[src/rtl/if_fetch_queue.sv]
// -----------------------------------------------------------------------------
// if_fetch_queue
//
// Decoupled instruction-fetch front end. Holds the fetch PC and issues one
// word request at a time to instruction memory over a req/ack handshake.
// Returned words are buffered with their PC in a DEPTH-entry FIFO whose head
// feeds the IF/ID latch. A flush redirects the fetch PC and drops everything
// queued or in flight.
//
// Parameters
//   DEPTH     FIFO entries (power of two, >= 2)
//   RESET_PC  fetch PC after reset
//
// Ports
//   clk_i       clock, rising edge
//   rst_i       asynchronous active-high reset
//   flush_i     redirect to brTarget_i, discard queue and in-flight data
//   brTarget_i  redirect PC (bits [1:0] ignored)
//   stall_i     consumer not ready, head is held
//   memReq_o    instruction-memory request valid
//   memAddr_o   request byte address, stable while memReq_o=1
//   memAck_i    memory accepts request, memData_i valid same cycle
//   memData_i   returned instruction word
//   valid_o     head entry valid
//   inst_o      head instruction (NOP when empty)
//   PCInst_o    head PC (0 when empty)
// -----------------------------------------------------------------------------
module if_fetch_queue #(
  parameter int unsigned DEPTH    = 4,
  parameter logic [31:0] RESET_PC = 32'h0000_0000
) (
  input  logic        clk_i,
  input  logic        rst_i,
  input  logic        flush_i,
  input  logic [31:0] brTarget_i,
  input  logic        stall_i,
  output logic        memReq_o,
  output logic [31:0] memAddr_o,
  input  logic        memAck_i,
  input  logic [31:0] memData_i,
  output logic        valid_o,
  output logic [31:0] inst_o,
  output logic [31:0] PCInst_o
);

  localparam int unsigned    AW      = $clog2(DEPTH);
  localparam logic [AW+1:0]  DEPTH_L = (AW+2)'(DEPTH);
  localparam logic [31:0]    NOP     = 32'h0000_0013;

  typedef enum logic [1:0] {
    S_IDLE,
    S_WAIT,
    S_DISCARD
  } state_t;

  typedef struct packed {
    logic [31:0] pc;
    logic [31:0] inst;
  } entry_t;

  state_t        state, state_next;
  logic [31:0]   fetch_pc;
  logic [31:0]   req_addr;
  logic [AW:0]   count;
  logic [AW-1:0] rd_ptr, wr_ptr;
  entry_t        mem [DEPTH];
  entry_t        head;

  logic          pop, push, issue;
  logic [AW+1:0] level_idle, level_wait;
  logic [1:0]    br_align_unused;

  // Low target bits are architecturally zero for word-aligned fetch.
  assign br_align_unused = brTarget_i[1:0];

  assign valid_o = (count != '0);
  assign pop     = valid_o & ~stall_i & ~flush_i;
  assign push    = (state == S_WAIT) & memAck_i & ~flush_i;

  // Occupancy once this cycle's pop (and, in WAIT, the push) has landed.
  // A new request is only issued while this leaves a free slot, which is
  // what guarantees the FIFO can never be overfilled.
  assign level_idle = {1'b0, count} - (AW+2)'(pop);
  assign level_wait = level_idle + (AW+2)'(1);

  always_comb begin
    // NOTE: every signal assigned here gets a default first so no path
    // leaves it unassigned and no latch is inferred.
    state_next = state;
    issue      = 1'b0;
    unique case (state)
      S_IDLE: begin
        if (!flush_i && (level_idle < DEPTH_L)) begin
          issue      = 1'b1;
          state_next = S_WAIT;
        end
      end
      S_WAIT: begin
        if (flush_i) begin
          // Without an ack the address must stay on the bus until the
          // memory takes it; the returning word is then thrown away.
          state_next = memAck_i ? S_IDLE : S_DISCARD;
        end else if (memAck_i) begin
          if (level_wait < DEPTH_L) begin
            issue      = 1'b1;
            state_next = S_WAIT;
          end else begin
            state_next = S_IDLE;
          end
        end
      end
      S_DISCARD: begin
        if (memAck_i) state_next = S_IDLE;
      end
      default: state_next = S_IDLE;
    endcase
  end

  // NOTE: sequential state uses non-blocking assignments so every register
  // samples the pre-edge values, independent of statement order.
  always_ff @(posedge clk_i or posedge rst_i) begin
    if (rst_i) begin
      state    <= S_IDLE;
      fetch_pc <= RESET_PC;
      req_addr <= '0;
      count    <= '0;
      rd_ptr   <= '0;
      wr_ptr   <= '0;
    end else begin
      state <= state_next;

      if (flush_i) begin
        fetch_pc <= {brTarget_i[31:2], 2'b00};
      end else if (issue) begin
        fetch_pc <= fetch_pc + 32'd4;
      end

      if (issue) req_addr <= fetch_pc;

      if (flush_i) begin
        count  <= '0;
        rd_ptr <= '0;
        wr_ptr <= '0;
      end else begin
        if (push) wr_ptr <= wr_ptr + AW'(1);
        if (pop)  rd_ptr <= rd_ptr + AW'(1);
        count <= count + (AW+1)'(push) - (AW+1)'(pop);
      end
    end
  end

  // NOTE: the storage array has no reset; an entry is only ever read after
  // it has been written, because valid_o is derived from count.
  always_ff @(posedge clk_i) begin
    if (push) mem[wr_ptr] <= '{pc: req_addr, inst: memData_i};
  end

  assign head      = mem[rd_ptr];
  assign memReq_o  = (state != S_IDLE);
  assign memAddr_o = req_addr;
  assign inst_o    = valid_o ? head.inst : NOP;
  assign PCInst_o  = valid_o ? head.pc   : 32'h0000_0000;

endmodule
[config.mk]
export PLATFORM = sky130hd
export DESIGN_NAME = if_fetch_queue
export DESIGN_NICKNAME = d
export VERILOG_FILES = /design/src/rtl/if_fetch_queue.sv
export SDC_FILE = /design/constraint.sdc
export NUM_CORES = 1
export LEC_CHECK = 0
export CAP_MARGIN = 20
export CORE_MARGIN = 5
export CORE_UTILIZATION = 50
export DETAILED_ROUTE_END_ITERATION = 7
export PLACE_DENSITY = 0.73
export SLEW_MARGIN = 20
export SYNTH_ARGS = -nofsm -noshare
export SYNTH_HDL_FRONTEND = slang
export SYNTH_SLANG_ARGS = --single-unit
[constraint.sdc]
create_clock -name clk_i -period 4.4 [get_ports clk_i]
set_input_delay 0.88 -clock clk_i [delete_from_list [all_inputs] [get_ports clk_i]]
set_output_delay 0.88 -clock clk_i [all_outputs]
set_load 0.01 [all_outputs]
==> run summary <==
STA classifies the critical path endpoint as a primary output. The first global-routing pass estimated 42,570 um of wire. The worst setup path is launched from a register. Once placement completed, the tool counted placed cells totaling 1,271. The final layout contains 1,052 nets. The unique cell type count in the Yosys netlist came out at 54.

The post-layout utilization of the core came out at 0.6239. The fraction of the yosys area taken by sequential cells came out at 0.7079. The relative area change from synthesis to final layout came out at 24.03%. The floorplan step set the die width to 171.0 um.

The clock insertion delay at the later pin of the skew report is 0.50 ns. For the pin with the worst max-slew slack, the measured transition is 0.5839 ns. After routing, the total negative slack on setup checks comes to 0 ns. 167 I/O pins were placed. The via count is 7,398. The minimum clock period after layout came out at 3.703 ns. The total wire length is 26,720 um. The register share of total power came out at 0.425.

Dividing the final minimum period by the clock period gives 0.8416. The number of buffers inserted during clock tree synthesis came out at 34. The number of DRC violations after detailed routing is 0. The tree built by TritonCTS fans out to 317 sinks.

The via count of the first global-routing pass is 7,566. The signal on the critical path passes through buf_4, mux4_2, nor2b_1, clkdlybuf4s50_1. Derived from the worst setup path, the maximum achievable clock frequency is 270.0 MHz. The number of failing hold endpoints at the final stage came to 0.

The slack of the critical path came out at 0.6969 ns. The per-cell via count in the routed design is 5.562. Counting flops with an async set or reset pin after synthesis yields a share of 0.2177. The Yosys step of the flow raised 0 warnings. Of the total power, the share spent switching nets is 0.2917.

The finished layout holds 1,330 standard cells, fillers aside. The largest individual stage delay along the critical path comes from the cell sky130_fd_sc_hd__dfrtp_4. The initial antenna violation count was 0. Measured against its own limit, the worst slew margin works out to 0.6078. The startpoint of the tightest hold check path is fetch_pc[14].

The height of the die came out at 171.0 um. The post-placement setup slack is 0.7979 ns. The floorplan has 59 rows. The setup fix buffers added after clock tree synthesis is 0. The min-delay analysis places its worst path in the category reg -> reg. The post-placement cell area came out at 14,980 um^2.

The hold path depth came out at 2. The post-route antenna net violation count came out at 0. The count of hold-fix buffers inserted at cts came out at 0. At the worst endpoint, the required time is 3.52 ns. The routed length per placed instance came out at 20.09 um. The setup path with the least slack is of type reg -> out. The depth of the CTS H-tree is 2.

For this configuration, the core starts out at a cell density of 0.5030. The post-synthesis register bit count came out at 317. The routability congestion estimate from global placement is 0.8129. The run finished with clean final reports.

The first routing iteration left 666 violations. The count of fill cells added during filler insertion came out at 1,887. The number of enable-type register cells in the synthesized netlist is 248. The analysis attributes to cell leakage a power of 5.589 nW. The largest net degree at the start of global routing came out at 51.

Clock-pin slew was measured on the worst setup and hold paths at 0.06 ns. The data arrival time at the worst-slack endpoint is 2.82 ns. The worst-case reg-to-reg path depth came out at 10. TritonCTS built the clock tree. The core region is 25,760 um^2. In the final layout, the share of cells above drive strength 1 is 0.1528. The reg2reg setup slack is 1.59 ns. The number of max-cap violations came out at 0. The share of total power dissipated in combinational logic is 0.291. The total power came out at 9.685 mW. Setup violations remaining at the end of the flow were counted as 0. The clock tree root buffer cell is sky130_fd_sc_hd__clkbuf_16. The share of total power dissipated in the clock network is 0.285. The clock passes through at most 3 buffers. The total iterations of the first detailed-routing run is 5. In the synthesized netlist, the number of instances is 802.

The peak per-stage delay on the critical path is 0.80 ns. The largest fanout of any net on the critical path came out at 26. The cell internal power dissipation came out at 6.860 mW. For hold timing, the worst endpoint is fetch_pc[14]. The total count of max-transition violations in the final report came to 0. In the layout the commonest cells are sky130_fd_sc_hd__edfxtp_1 (248), sky130_fd_sc_hd__clkdlybuf4s50_1 (160), sky130_fd_sc_hd__nand2_1 (112). The area occupied by multi-input gates came out at 3500 um^2.

In this run the cell area of the synthesized design comes to 12,960 um^2. The average footprint of a synthesized cell came out at 16.16 um^2. The count of buffers inserted at the top-level ports came out at 160. The power per cell area came out at 602.6 nW/um^2. The startpoint identified for the worst register-to-register timing path is count[0]. The count of inserted antenna diode cells is 0.

In the global route stage, overall resource usage came out at 0.1861. Setup repair after global routing left no endpoint under its margin. The sequential cell area is 9181 um^2. The floorplan step defined a die boundary enclosing 29,240 um^2. The residual overflow from global routing is 0. The worst-case IR drop observed on VDD is 324.4 uV. The capturing point of the worst reg2reg path is fetch_pc[18]. The maximum clock skew at final layout is 0.009053 ns. The worst hold margin is 0.5330 ns. The library cell used most frequently in the layout, excluding fill and tap cells, is sky130_fd_sc_hd__edfxtp_1. The net switching power came out at 2.825 mW. The HPWL after detailed placement is 16,800 um. Post-CTS repair changed the size of 0 cells. The final design area excluding fillers is 16,070 um^2.

Among all flip-flop cells after synthesis, the most frequent one is sky130_fd_sc_hd__edfxtp_1.
layer usage:
| metal | vias up | GRT usage | wire, um |
|---|---|---|---|
| met3 | 39 | 0.03258 | 1537 |
| li1 | 3385 | - | - |
| met2 | 239 | 0.3047 | 13030 |
| met4 | 0 | 0.04306 | 517 |
| met5 | - | 0 | 0 |
| met1 | 3735 | 0.2656 | 11640 |
state kept, by name, summed over array words and instances (netlist names):
| signal | flops |
|---|---|
| fetch_pc | 30 |
| mem | 248 |
| memAddr_o | 30 |
| state | 2 |
| count | 3 |
| wr_ptr | 2 |
| rd_ptr | 2 |
kinds of logic after synthesis:
group / Yosys count / share of synthesized area
AND/OR/NAND/NOR: 274 / 0.1085
XOR/XNOR: 6 / 0.004055
flip-flops: 317 / 0.7079
other: 1 / 0.0002894
buffers and inverters: 66 / 0.02404
multiplexers: 65 / 0.1101
AO/OA/AOI/OAI: 62 / 0.03389
adder cells (fa/ha/maj): 11 / 0.01120
final cells by class:
class / instances / share of cell area
well taps: 335 / 0.02608
clock buffers: 45 / 0.06072
flip-flops and latches: 317 / 0.5712
repair buffers: 180 / 0.1129
inverters: 17 / 0.003970
clock inverters: 14 / 0.007395
multi-input cells: 422 / 0.2177
worst max-delay path: cells and delay by family (launching register included):
family / cells / cell delay, ns
buffers and inverters: 2 / 0.83
muxes: 1 / 0.54
and+or+nand+nor: 1 / 0.14
DFF: 1 / 0.80
power groups by stage:
stage	sequential [mW]	combinational [mW]	clock (mW)
3_3_place_gp	4.15	2.84	0
3_5_place_dp	4.18	2.87	0
2_1_floorplan	4.02	1.55	0
6_report	4.11	2.82	2.76
5_1_grt	4.18	3.09	2.96
4_1_cts	4.12	2.88	2.82
how the worst max path moves through the flow:
| stage | startpoint | endpoint |
|---|---|---|
| finish | rd_ptr[0] | inst_o[15] |
| global route | rd_ptr[0] | inst_o[15] |
| CTS | rd_ptr[0] | inst_o[15] |
| detailed placement | flush_i | fetch_pc[21] |
| global placement | flush_i | fetch_pc[21] |
| floorplan | flush_i | mem[0][0] |
synth_stat cells (4+ instances only):
cell / count / area, um^2
sky130_fd_sc_hd__nor2_1: 19 / 71.32
sky130_fd_sc_hd__xnor2_1: 4 / 35.03
sky130_fd_sc_hd__inv_1: 17 / 63.81
sky130_fd_sc_hd__ha_1: 10 / 125.1
sky130_fd_sc_hd__or3_1: 4 / 25.02
sky130_fd_sc_hd__nor2b_1: 62 / 387.9
sky130_fd_sc_hd__buf_1: 5 / 18.77
sky130_fd_sc_hd__and2_1: 7 / 43.79
sky130_fd_sc_hd__mux4_2: 62 / 1396
sky130_fd_sc_hd__a221o_1: 4 / 40.04
sky130_fd_sc_hd__or2_2: 4 / 25.02
sky130_fd_sc_hd__edfxtp_1: 248 / 7447
sky130_fd_sc_hd__o311ai_0: 11 / 96.34
sky130_fd_sc_hd__clkbuf_1: 25 / 93.84
sky130_fd_sc_hd__buf_2: 8 / 40.04
sky130_fd_sc_hd__a22oi_1: 4 / 30.03
sky130_fd_sc_hd__buf_4: 4 / 30.03
sky130_fd_sc_hd__nor3_1: 9 / 45.04
sky130_fd_sc_hd__dfrtp_1: 69 / 1727
sky130_fd_sc_hd__nand3_1: 28 / 140.1
sky130_fd_sc_hd__a21oi_1: 7 / 35.03
sky130_fd_sc_hd__nand4_1: 8 / 50.05
sky130_fd_sc_hd__nand2_1: 112 / 420.4
sky130_fd_sc_hd__o21ai_0: 16 / 80.08
sky130_fd_sc_hd__o211ai_1: 10 / 75.07
Power figures use the tool's default switching activity.
